`config.mk`:
```
export PLATFORM = sky130hd
export DESIGN_NAME = embcpu4k_nios2_oci_dct_sched
export DESIGN_NICKNAME = d
export VERILOG_FILES = /design/src/rtl/embcpu4k_oci_dct_pkg.sv /design/src/rtl/embcpu4k_oci_dct_skid.sv /design/src/rtl/embcpu4k_nios2_oci_dct_sched.sv
export SDC_FILE = /design/constraint.sdc
export NUM_CORES = 1
export LEC_CHECK = 0
export BUFFER_PORTS_ARGS = -buffer_cell sky130_fd_sc_hd__buf_2
export CAP_MARGIN = 20
export CORE_MARGIN = 10
export CORE_UTILIZATION = 51
export DETAILED_ROUTE_END_ITERATION = 8
export PLACE_DENSITY = 0.85
export SLEW_MARGIN = 10
export SYNTH_ARGS = -nofsm -noshare
export SYNTH_HDL_FRONTEND = slang
export SYNTH_SLANG_ARGS = --single-unit
```
`constraint.sdc`:
```
create_clock -name clk -period 5.3 [get_ports clk]
set_input_delay 0 -clock clk [delete_from_list [all_inputs] [get_ports clk]]
set_output_delay 0 -clock clk [all_outputs]
set_load 0.02 [all_outputs]
```
`src/rtl/embcpu4k_oci_dct_pkg.sv`:
```
// rtl/embcpu4k_oci_dct_pkg.sv - shared widths, state encoding and helpers for the OCI DCT scheduler
package embcpu4k_oci_dct_pkg;

  localparam int DCT_BUF_W  = 30;
  localparam int DCT_CNT_W  = 4;
  localparam int DCT_WORD_W = DCT_CNT_W + DCT_BUF_W;

  typedef enum logic [1:0] {
    IDLE  = 2'd0,
    RUN   = 2'd1,
    DRAIN = 2'd2,
    ENDED = 2'd3
  } dct_state_e;

  function automatic logic [7:0] sat_inc8(input logic [7:0] v);
    return (v == 8'hff) ? v : v + 8'd1;
  endfunction

endpackage

```
`src/rtl/embcpu4k_oci_dct_skid.sv`:
```
// rtl/embcpu4k_oci_dct_skid.sv - 2-entry FIFO absorbing trace words while the RAM port is busy
module embcpu4k_oci_dct_skid
  import embcpu4k_oci_dct_pkg::*;
(
  input  logic                  clk,
  input  logic                  reset,
  input  logic                  push_i,
  input  logic                  pop_i,
  input  logic [DCT_WORD_W-1:0] wdata_i,
  output logic [DCT_WORD_W-1:0] head_o,
  output logic                  full_o,
  output logic                  empty_o
);

  logic [DCT_WORD_W-1:0] mem_q [2];
  logic                  rd_ptr_q, wr_ptr_q;
  logic [1:0]            cnt_q, cnt_d;
  logic                  do_push, do_pop;

  assign do_push = push_i && (cnt_q != 2'd2);
  assign do_pop  = pop_i && (cnt_q != 2'd0);

  always_comb begin
    cnt_d = cnt_q;
    if (do_push && !do_pop) cnt_d = cnt_q + 2'd1;
    else if (do_pop && !do_push) cnt_d = cnt_q - 2'd1;
  end

  always_ff @(posedge clk) begin
    if (reset) begin
      rd_ptr_q <= 1'b0;
      wr_ptr_q <= 1'b0;
      cnt_q    <= 2'd0;
    end else begin
      if (do_push) wr_ptr_q <= !wr_ptr_q;
      if (do_pop)  rd_ptr_q <= !rd_ptr_q;
      cnt_q <= cnt_d;
    end
  end

  // Storage carries no reset; occupancy alone decides what is valid.
  always_ff @(posedge clk) begin
    if (do_push) mem_q[wr_ptr_q] <= wdata_i;
  end

  assign head_o  = mem_q[rd_ptr_q];
  assign full_o  = (cnt_q == 2'd2);
  assign empty_o = (cnt_q == 2'd0);

endmodule

```
`src/rtl/embcpu4k_nios2_oci_dct_sched.sv`:
```
// rtl/embcpu4k_nios2_oci_dct_sched.sv - DCT capture FSM and trace RAM arbiter; OCI_DCT_DROP_CNT_EN adds dct_drop_cnt
module embcpu4k_nios2_oci_dct_sched
  import embcpu4k_oci_dct_pkg::*;
#(
  parameter int AW             = 7,
  parameter int HOST_BURST_MAX = 4
) (
  input  logic                  clk,
  input  logic                  reset,
  input  logic                  trace_en,
  input  logic                  dct_valid,
  output logic                  dct_ready,
  input  logic [DCT_BUF_W-1:0]  dct_buffer,
  input  logic [DCT_CNT_W-1:0]  dct_count,
  input  logic                  test_ending,
  output logic                  test_has_ended,
  output logic [AW-1:0]         tm_addr,
  output logic                  tm_wr,
  output logic [DCT_WORD_W-1:0] tm_wdata,
  output logic                  tm_rd,
  input  logic [DCT_WORD_W-1:0] tm_rdata,
  input  logic                  host_rd_req,
  input  logic [AW-1:0]         host_rd_addr,
  output logic                  host_rd_gnt,
  output logic                  host_rd_valid,
  output logic [DCT_WORD_W-1:0] host_rd_data,
`ifdef OCI_DCT_DROP_CNT_EN
  output logic [7:0]            dct_drop_cnt,
`endif
  output logic [AW-1:0]         wr_ptr,
  output logic                  wrapped,
  output logic                  dct_overflow
);

  localparam int BW = $clog2(HOST_BURST_MAX + 1);

  dct_state_e            state_q, state_d;
  logic [AW-1:0]         wr_ptr_q;
  logic                  wrapped_q, ovf_q, rd_valid_q;
  logic [BW-1:0]         burst_q, burst_d;
  logic                  fifo_full, fifo_empty, push, drop;
  logic                  wr_pri, host_go, wr_go;
  logic [DCT_WORD_W-1:0] fifo_head;

  embcpu4k_oci_dct_skid u_skid (
    .clk     (clk),
    .reset   (reset),
    .push_i  (push),
    .pop_i   (wr_go),
    .wdata_i ({dct_count, dct_buffer}),
    .head_o  (fifo_head),
    .full_o  (fifo_full),
    .empty_o (fifo_empty)
  );

  always_ff @(posedge clk) begin
    if (reset) state_q <= IDLE;
    else       state_q <= state_d;
  end

  always_comb begin
    state_d = state_q;
    case (state_q)
      IDLE:  if (test_ending) state_d = ENDED;
             else if (trace_en) state_d = RUN;
      RUN:   if (test_ending) state_d = DRAIN;
             else if (!trace_en && fifo_empty) state_d = IDLE;
      DRAIN: if (fifo_empty) state_d = ENDED;
      default: state_d = state_q;
    endcase
  end

  // An empty FIFO in DRAIN means the last write has already gone out.
  always_comb begin
    dct_ready      = 1'b0;
    test_has_ended = 1'b0;
    case (state_q)
      IDLE:    dct_ready = 1'b1;
      RUN:     dct_ready = !fifo_full;
      DRAIN:   test_has_ended = fifo_empty;
      default: test_has_ended = 1'b1;
    endcase
  end

  assign push = (state_q == RUN) && trace_en && dct_valid && dct_ready && (dct_count != '0);
  assign drop = (state_q == RUN) && dct_valid && !dct_ready;

  always_comb begin
    wr_pri  = !fifo_empty && (fifo_full || (state_q == DRAIN));
    host_go = !wr_pri && host_rd_req && (burst_q < BW'(HOST_BURST_MAX));
    wr_go   = wr_pri || (!host_go && !fifo_empty);
    burst_d = burst_q;
    if (wr_go || fifo_empty) burst_d = '0;
    else if (host_go)        burst_d = burst_q + BW'(1);
  end

  always_ff @(posedge clk) begin
    if (reset) begin
      wr_ptr_q   <= '0;
      wrapped_q  <= 1'b0;
      ovf_q      <= 1'b0;
      rd_valid_q <= 1'b0;
      burst_q    <= '0;
    end else begin
      rd_valid_q <= host_go;
      burst_q    <= burst_d;
      if (drop) ovf_q <= 1'b1;
      if (wr_go) begin
        wr_ptr_q <= wr_ptr_q + AW'(1);
        if (wr_ptr_q == {AW{1'b1}}) wrapped_q <= 1'b1;
      end
    end
  end

`ifdef OCI_DCT_DROP_CNT_EN
  logic [7:0] drop_cnt_q;

  always_ff @(posedge clk) begin
    if (reset)     drop_cnt_q <= 8'd0;
    else if (drop) drop_cnt_q <= sat_inc8(drop_cnt_q);
  end

  assign dct_drop_cnt = drop_cnt_q;
`endif

  assign tm_wr         = wr_go;
  assign tm_rd         = host_go;
  assign host_rd_gnt   = host_go;
  assign tm_addr       = host_go ? host_rd_addr : (wr_go ? wr_ptr_q : '0);
  assign tm_wdata      = wr_go ? fifo_head : '0;
  assign host_rd_valid = rd_valid_q;
  assign host_rd_data  = rd_valid_q ? tm_rdata : '0;
  assign wr_ptr        = wr_ptr_q;
  assign wrapped       = wrapped_q;
  assign dct_overflow  = ovf_q;

endmodule

```
== Yosys cells after proc, flatten, opt, wreduce, memory -nomap -nowiden ==
Memories as Yosys holds them, arrays and structs flattened. A register that Yosys moved wholly into a read port is not among the register bits.
Index checks and enable logic that the tools add are counted.
Storage, ports and cells
  output and inout port bits: 90
  input port bits: 81
  bits in registers: 19
  memories kept: 1
  memory bits (writable): 68
  logic and storage cells: 79
Operators by class
  $lt $le $gt $ge: 1
  add/subtract/negate cells: 4
  muxes and demuxes: 18
  equality and inequality tests: 8
  reductions and logical operators: 38
Memory list
  u_skid.mem_q: words 2, bits a word 34, rd ports 1, clocked after memory_dff 1, wr ports 1, RTL line embcpu4k_oci_dct_skid.sv:15  | logic [DCT_WORD_W-1:0] mem_q [2];
Operator list (count)
  $mux 34: 2
  $logic_and 1x1->1: 15
  $mux 2: 7
  $mux 7: 2
  $logic_not 1->1: 10
  $add 7x1->7 const B: 1
  $eq 7x7->1 const B: 1
  $ne 3x3->1 const B: 2
  $pmux 2 s3: 1
  $eq 2x2->1 const B: 2
  $logic_not 2->1: 2
  $mux 1: 4
  $ne 2x2->1 const B: 2
  $pmux 1 s2: 2
  $reduce_and 4->1: 1
  $reduce_bool 2->1: 2
  $reduce_bool 4->1: 1
  $reduce_or 2->1: 2
  $add 3x1->3 const B: 1
  $logic_or 1x1->1: 3
  $lt 3x3->1 const B: 1
  $reduce_bool 3->1: 1
  $add 2x1->2 const B: 1
  $eq 2x1->1 const B: 1
  2 further kinds: 2

== Longest topological paths before layout ==
  depth after elaboration: 13
  mapped depth: 10
  mapped depth without buffers: 8

== By module ==
Synthesis repeated with hierarchy kept, for this count alone.
Second synthesis, totals
  cell total of the unflattened synthesis: 298
  area total of the unflattened synthesis: 3973.8 sq um
By module, submodules not included
  embcpu4k_oci_dct_skid: times used 1, cells an instance 131, area an instance 2667.6 sq um, seq. area each 2142.1 sq um
  embcpu4k_nios2_oci_dct_sched: times used 1, cells an instance 167, area an instance 1306.3 sq um, seq. area each 300.3 sq um

== Worst setup path before layout ==
OpenSTA, ideal clock, no wires.
  path kind: flip-flop to flip-flop
  from: reg state_q[1]
  to: mem u_skid.mem_q[0][0] (netlist name) (enable)
  clock period less this slack: 3.006 ns
  cell stages (with the launch flop): 6
  data arrival time: 2.577 ns
  required time: 4.871 ns
  setup slack: 2.294 ns
  setup time: 0.429 ns
  path through: dfxtp_1 inv_1 ha_1 nand3_1 nor3b_2 nor2b_1
On the way
  word-level cells in the longest chain between the ends: 8
RTL lines
  start: declaration: RTL line embcpu4k_nios2_oci_dct_sched.sv:37  | dct_state_e state_q, state_d;
  start signal: assignment: RTL line embcpu4k_nios2_oci_dct_sched.sv:58  | else state_q <= state_d;
  branches (longest 3 deep; another with $eq 2x1->1)
  $logic_and 1x1->1 (*) (2 in series): RTL line embcpu4k_nios2_oci_dct_sched.sv:85  | assign push = (state_q == RUN) && trace_en && dct_valid && dct_ready && (dct_count != '0);
  $logic_and 1x1->1 (*): RTL line embcpu4k_oci_dct_skid.sv:20  | assign do_push = push_i && (cnt_q != 2'd2);
  net u_skid.do_push: RTL line embcpu4k_oci_dct_skid.sv:18  | logic do_push, do_pop;
  $mux 1 (*): RTL line embcpu4k_oci_dct_skid.sv:43  | if (do_push) mem_q[wr_ptr_q] <= wdata_i;
  $mux 1 (implied by the code) (*): RTL line embcpu4k_oci_dct_skid.sv:43
  end: declaration: RTL line embcpu4k_oci_dct_skid.sv:15
Mark *: on every way through the listed nets, which the timed path passes.

== Worst setup path after layout ==
  from: reg state_q[0]
  to: out tm_addr[5]
On the way
  word-level cells in the longest chain between the ends: 11
RTL lines
  $eq 2x2->1 (*): RTL line embcpu4k_nios2_oci_dct_sched.sv:89  | wr_pri = !fifo_empty && (fifo_full || (state_q == DRAIN));
  $logic_or 1x1->1 (*): RTL line embcpu4k_nios2_oci_dct_sched.sv:89
  $logic_and 1x1->1 (*): RTL line embcpu4k_nios2_oci_dct_sched.sv:89
  $logic_not 1->1: RTL line embcpu4k_nios2_oci_dct_sched.sv:90  | host_go = !wr_pri && host_rd_req && (burst_q < BW'(HOST_BURST_MAX));
  $logic_and 1x1->1 (2 in series): RTL line embcpu4k_nios2_oci_dct_sched.sv:90
  $logic_not 1->1: RTL line embcpu4k_nios2_oci_dct_sched.sv:91  | wr_go = wr_pri || (!host_go && !fifo_empty);
  $logic_and 1x1->1: RTL line embcpu4k_nios2_oci_dct_sched.sv:91
  $logic_or 1x1->1: RTL line embcpu4k_nios2_oci_dct_sched.sv:91
  $mux 7: RTL line embcpu4k_nios2_oci_dct_sched.sv:129  | assign tm_addr = host_go ? host_rd_addr : (wr_go ? wr_ptr_q : '0);
  $mux 7 (*): RTL line embcpu4k_nios2_oci_dct_sched.sv:129
  end: declaration: RTL line embcpu4k_nios2_oci_dct_sched.sv:17  | output logic [AW-1:0] tm_addr,
Mark *: on every way between the ends. The rest lies on a longest branch, timed or not.

==> reports/results.md <==
| Quantity | Value |
| --- | --- |
| Result of the run | complete, no violations |
| Critical path startpoint category | flop |
| Setup violators final | 0 |
| Number of buffers inserted to repair setup after CTS | 0 |
| Worst R2R End | u_skid.cnt_q[1]$_SDFFE_PP0P_ |
| Main combinational cell family by area after synthesis | simple AND/OR/NAND/NOR gates |
| Post-route minimum period | 2670 ps |
| Power density over the cells | 444 nW/um^2 |
| Number of top-level design ports | 171 |
| Number of failing hold endpoints at the final stage | 0 |
| End point of the worst hold path | wr_ptr[0]$_SDFFE_PP0N_ |
| Unrepaired setup endpoints after global routing | false |
| Cell Count, Final, Fillers Out | 599 |
| Most used standard cells in the synthesized netlist | sky130_fd_sc_hd__edfxtp_1, sky130_fd_sc_hd__nor2_1, sky130_fd_sc_hd__and2_1 |
| Xor and xnor fraction of the mapped netlist area | 2.49% |
| Area Growth Syn to Fin | 36.6% |
| Clk root buf | sky130_fd_sc_hd__clkbuf_8 |
| Share of synthesized area occupied by flip-flops and latches | 63.2% |
| Number of distinct library cell variants in the gate-level netlist after synthesis | 38 |
| Number of flip-flops and latches in the synthesized netlist | 88 |
| Initial cell density of the core | 53.0% |
| Transition time of the tightest slew-check pin | 1050 ps |
| Relative slew margins | 30.0% |
| Skew-Pair Late Insertion Delay | 350 ps |
| Final Cycle Share | 50.3% |
| Cell type contributing the most total cell area after synthesis | sky130_fd_sc_hd__edfxtp_1 |
| Clock tree from TritonCTS | done |
| R2R setup slack | 2670 ps |
| Port bufs | 170 |
| Cell depth of the worst hold path | 2 |
| Max capacitance violation total | 0 |
| Number of antenna violations at the first check in global routing | 0 |
| Peak supply drop | 0.358 mV |
| Portion of synthesized cell area occupied by the leading cell type | 52.9% |
| Vertical die dimension | 107 um |
| Mapped Cells | 298 |
| Initial DRT Pass Iterations | 4 |
| Cts bufs inserted | 9 |
| Net total in the final layout | 583 |
| Drt total wl | 10.1 mm |
| Via count of the first global-routing pass | 3111 |
| Post-Place Cell Area | 4740 um^2 |
| Number of placed instances, taps included | 549 |
| Dominant cell by count in the synthesized netlist | sky130_fd_sc_hd__edfxtp_1 |
| Antenna diode instance count | 0 |
| Placer congestion estimate | 0.810 |
| Crit path required time | 5300 ps |
| Total via count after detailed routing | 2931 |
| Count of final max-slew check failures | 0 |
| Number of buffers between clock root and the deepest sink | 2 |
| Clk pin slew, worst setup/hold paths | 90 ps |
| Type of the tightest min-delay check | in -> reg |
| Vias per cell | 4.89 |
| Overall fraction of global-route tracks in use | 17.1% |
| CP Capture Type | output pin |
| Fraction of registers with async set or reset after synthesis | 0% |
| Summed area of non-filler cells in the final layout | 5280 um^2 |
| Yosys warning count | 0 |
| DRC violations left | 0 |
| First-pass GRT wire length | 15.7 mm |
| Complex-gate fraction of the synthesized area | 4.57% |
| HP Start | reset |
| Critical path arrival | 2670 ps |
| Post-synthesis instance area | 3860 um^2 |
| Worst Path Max Fanout | 37 |
| Mean cell area of the mapped netlist | 13.0 um^2 |
| HPWL after DPL | 7.15 mm |
| Mux cell area share after synthesis | 8.81% |
| Iter 0 DRT Violations | 100 |
| FMAX | 375 MHz |
| Number of flops mapped to enable cells by yosys | 68 |
| Core area | 7290 um^2 |
| Pin count of the biggest net entering global routing | 38 |
| Cell Rows | 31 |
| Share of final-layout standard cells stronger than drive strength 1 | 38.6% |
| Smallest hold slack | 35.4 ps |
| Critical path type | reg -> out |
| Clock tree skew after final layout | 10.5 ps |
| Pwr Total | 2.34 mW |
| Gates resized, CTS repair | 0 |
| Worst reg2reg path startpoint | state_q[0]$_SDFFE_PP0P_ |
| Most used flip-flop cell after synthesis | sky130_fd_sc_hd__edfxtp_1 |
| Synthesized netlist net count | 386 |
| Die span in x | 107 um |
| Sinks on Clock Net | 88 |
| Worst Reg-to-Reg Cells | 7 |
| Count of nets left with antenna violations after detail routing | 0 |
| Post-Synth Simple-Gate Area | 15.4% |
| Setup TNS | 0 ps |
| Adder and majority gate portion of the synthesized area | 2.27% |
| Leakage power | 2.31 nW |
| Remaining global-route overflow | 0 |
| Cell types with the largest area share after synthesis | sky130_fd_sc_hd__edfxtp_1, sky130_fd_sc_hd__dfxtp_1, sky130_fd_sc_hd__mux2i_1, sky130_fd_sc_hd__and2_1, sky130_fd_sc_hd__nor2_1 |
| Hold-fix buffers, CTS | 34 |
| H-Tree Level Count | 3 |
| Overall die area | 11500 um^2 |
| Average detailed-routed wire length per instance | 16.9 um |
[per-stage QoR]
stage                     util (%)  setup WS [ps]
after CTS                     72.4           2600
after global routing          72.4           2440
after global placement        64.9           2760
after detailed placement      64.9           2650
after floorplan                  -           2290
final                         72.4           2630
[how the worst max path moves through the flow]
stage	cells past startpoint	slack [ps]	end	startpoint
CTS	7	2600	tm_addr[5]	state_q[0]$_SDFFE_PP0P_
floorplan	5	2290	u_skid.mem_q[0][0]$_DFFE_PP_	state_q[1]$_SDFFE_PP0P_
global placement	7	2760	u_skid.cnt_q[1]$_SDFFE_PP0P_	state_q[0]$_SDFFE_PP0P_
detailed placement	7	2650	u_skid.cnt_q[1]$_SDFFE_PP0P_	state_q[0]$_SDFFE_PP0P_
global route	7	2440	tm_addr[5]	state_q[0]$_SDFFE_PP0P_
finish	7	2630	tm_addr[5]	state_q[0]$_SDFFE_PP0P_
[state kept, by name, indices dropped and copies added (netlist names), named ones only]
signal,cells
u_skid.mem_q,68
wr_ptr,7
burst_q,3
state_q,2
u_skid.cnt_q,2
dct_overflow,1
host_rd_valid,1
u_skid.rd_ptr_q,1
u_skid.wr_ptr_q,1
wrapped,1
[logic make-up after synthesis]
kind of cell / count (synthesis)
and+or+nand+nor: 113
adders and majority gates: 7
muxes: 34
buffers and inverters: 22
DFF: 88
xor gates and xnor gates: 11
AOI/OAI and AO/OA: 23
[placed cells by master, fill, tap and decap left out, types with 3 or more instances in the layout]
master | Yosys | layout
sky130_fd_sc_hd__nor3_1 | 3 | 3
sky130_fd_sc_hd__and2_1 | 37 | 36
sky130_fd_sc_hd__xnor2_1 | 4 | 4
sky130_fd_sc_hd__nand4_1 | 4 | 4
sky130_fd_sc_hd__buf_2 | 8 | 170
sky130_fd_sc_hd__dfxtp_1 | 20 | 19
sky130_fd_sc_hd__inv_1 | 3 | 3
sky130_fd_sc_hd__a21oi_1 | 6 | 6
sky130_fd_sc_hd__nand2b_1 | 3 | 3
sky130_fd_sc_hd__edfxtp_1 | 68 | 68
sky130_fd_sc_hd__mux2i_1 | 34 | 34
sky130_fd_sc_hd__dlygate4sd3_1 | 0 | 34
sky130_fd_sc_hd__xor2_1 | 7 | 7
sky130_fd_sc_hd__a22o_1 | 7 | 7
sky130_fd_sc_hd__nor2_1 | 49 | 49
sky130_fd_sc_hd__ha_1 | 7 | 7
sky130_fd_sc_hd__clkbuf_8 | 0 | 9
sky130_fd_sc_hd__nand2_1 | 4 | 4
[cell type report]
type	count	area, um^2
clock buffers	9	124
multi-input cells	188	1300
clock inverters	7	76.3
well taps	99	124
repair buffers	204	1190
fillers	507	2020
inverters	4	15.0
flip-flops and latches	88	2440
[where the power goes]
| part | internal [mW] | leakage (nW) | switching, mW |
|---|---|---|---|
| Sequential | 0.804 | 0.777 | 0.0963 |
| Clock | 0.223 | 0.102 | 0.243 |
| Combinational | 0.362 | 1.43 | 0.613 |
| Total | 1.39 | 2.31 | 0.953 |
[routing by layer]
| metal | share of wire, % | GRT usage, % | up-vias |
|---|---|---|---|
| met5 | 0 | 0 | - |
| met3 | 4.6 | 4.61 | 7 |
| li1 | - | - | 1450 |
| met2 | 55 | 31.4 | 79 |
| met1 | 40 | 18.6 | 1395 |
| met4 | 0.90 | 5.51 | 0 |
[worst max-delay path, cell delays in order, from the launching register on]
cell                        delay [ps]
sky130_fd_sc_hd__dfxtp_1           390
sky130_fd_sc_hd__inv_1              90
sky130_fd_sc_hd__ha_1              290
sky130_fd_sc_hd__nand4bb_1         470
sky130_fd_sc_hd__nand2_4           490
sky130_fd_sc_hd__inv_2             210
sky130_fd_sc_hd__a22o_1            220
sky130_fd_sc_hd__buf_2             160
(Power assumes the default switching activity.)
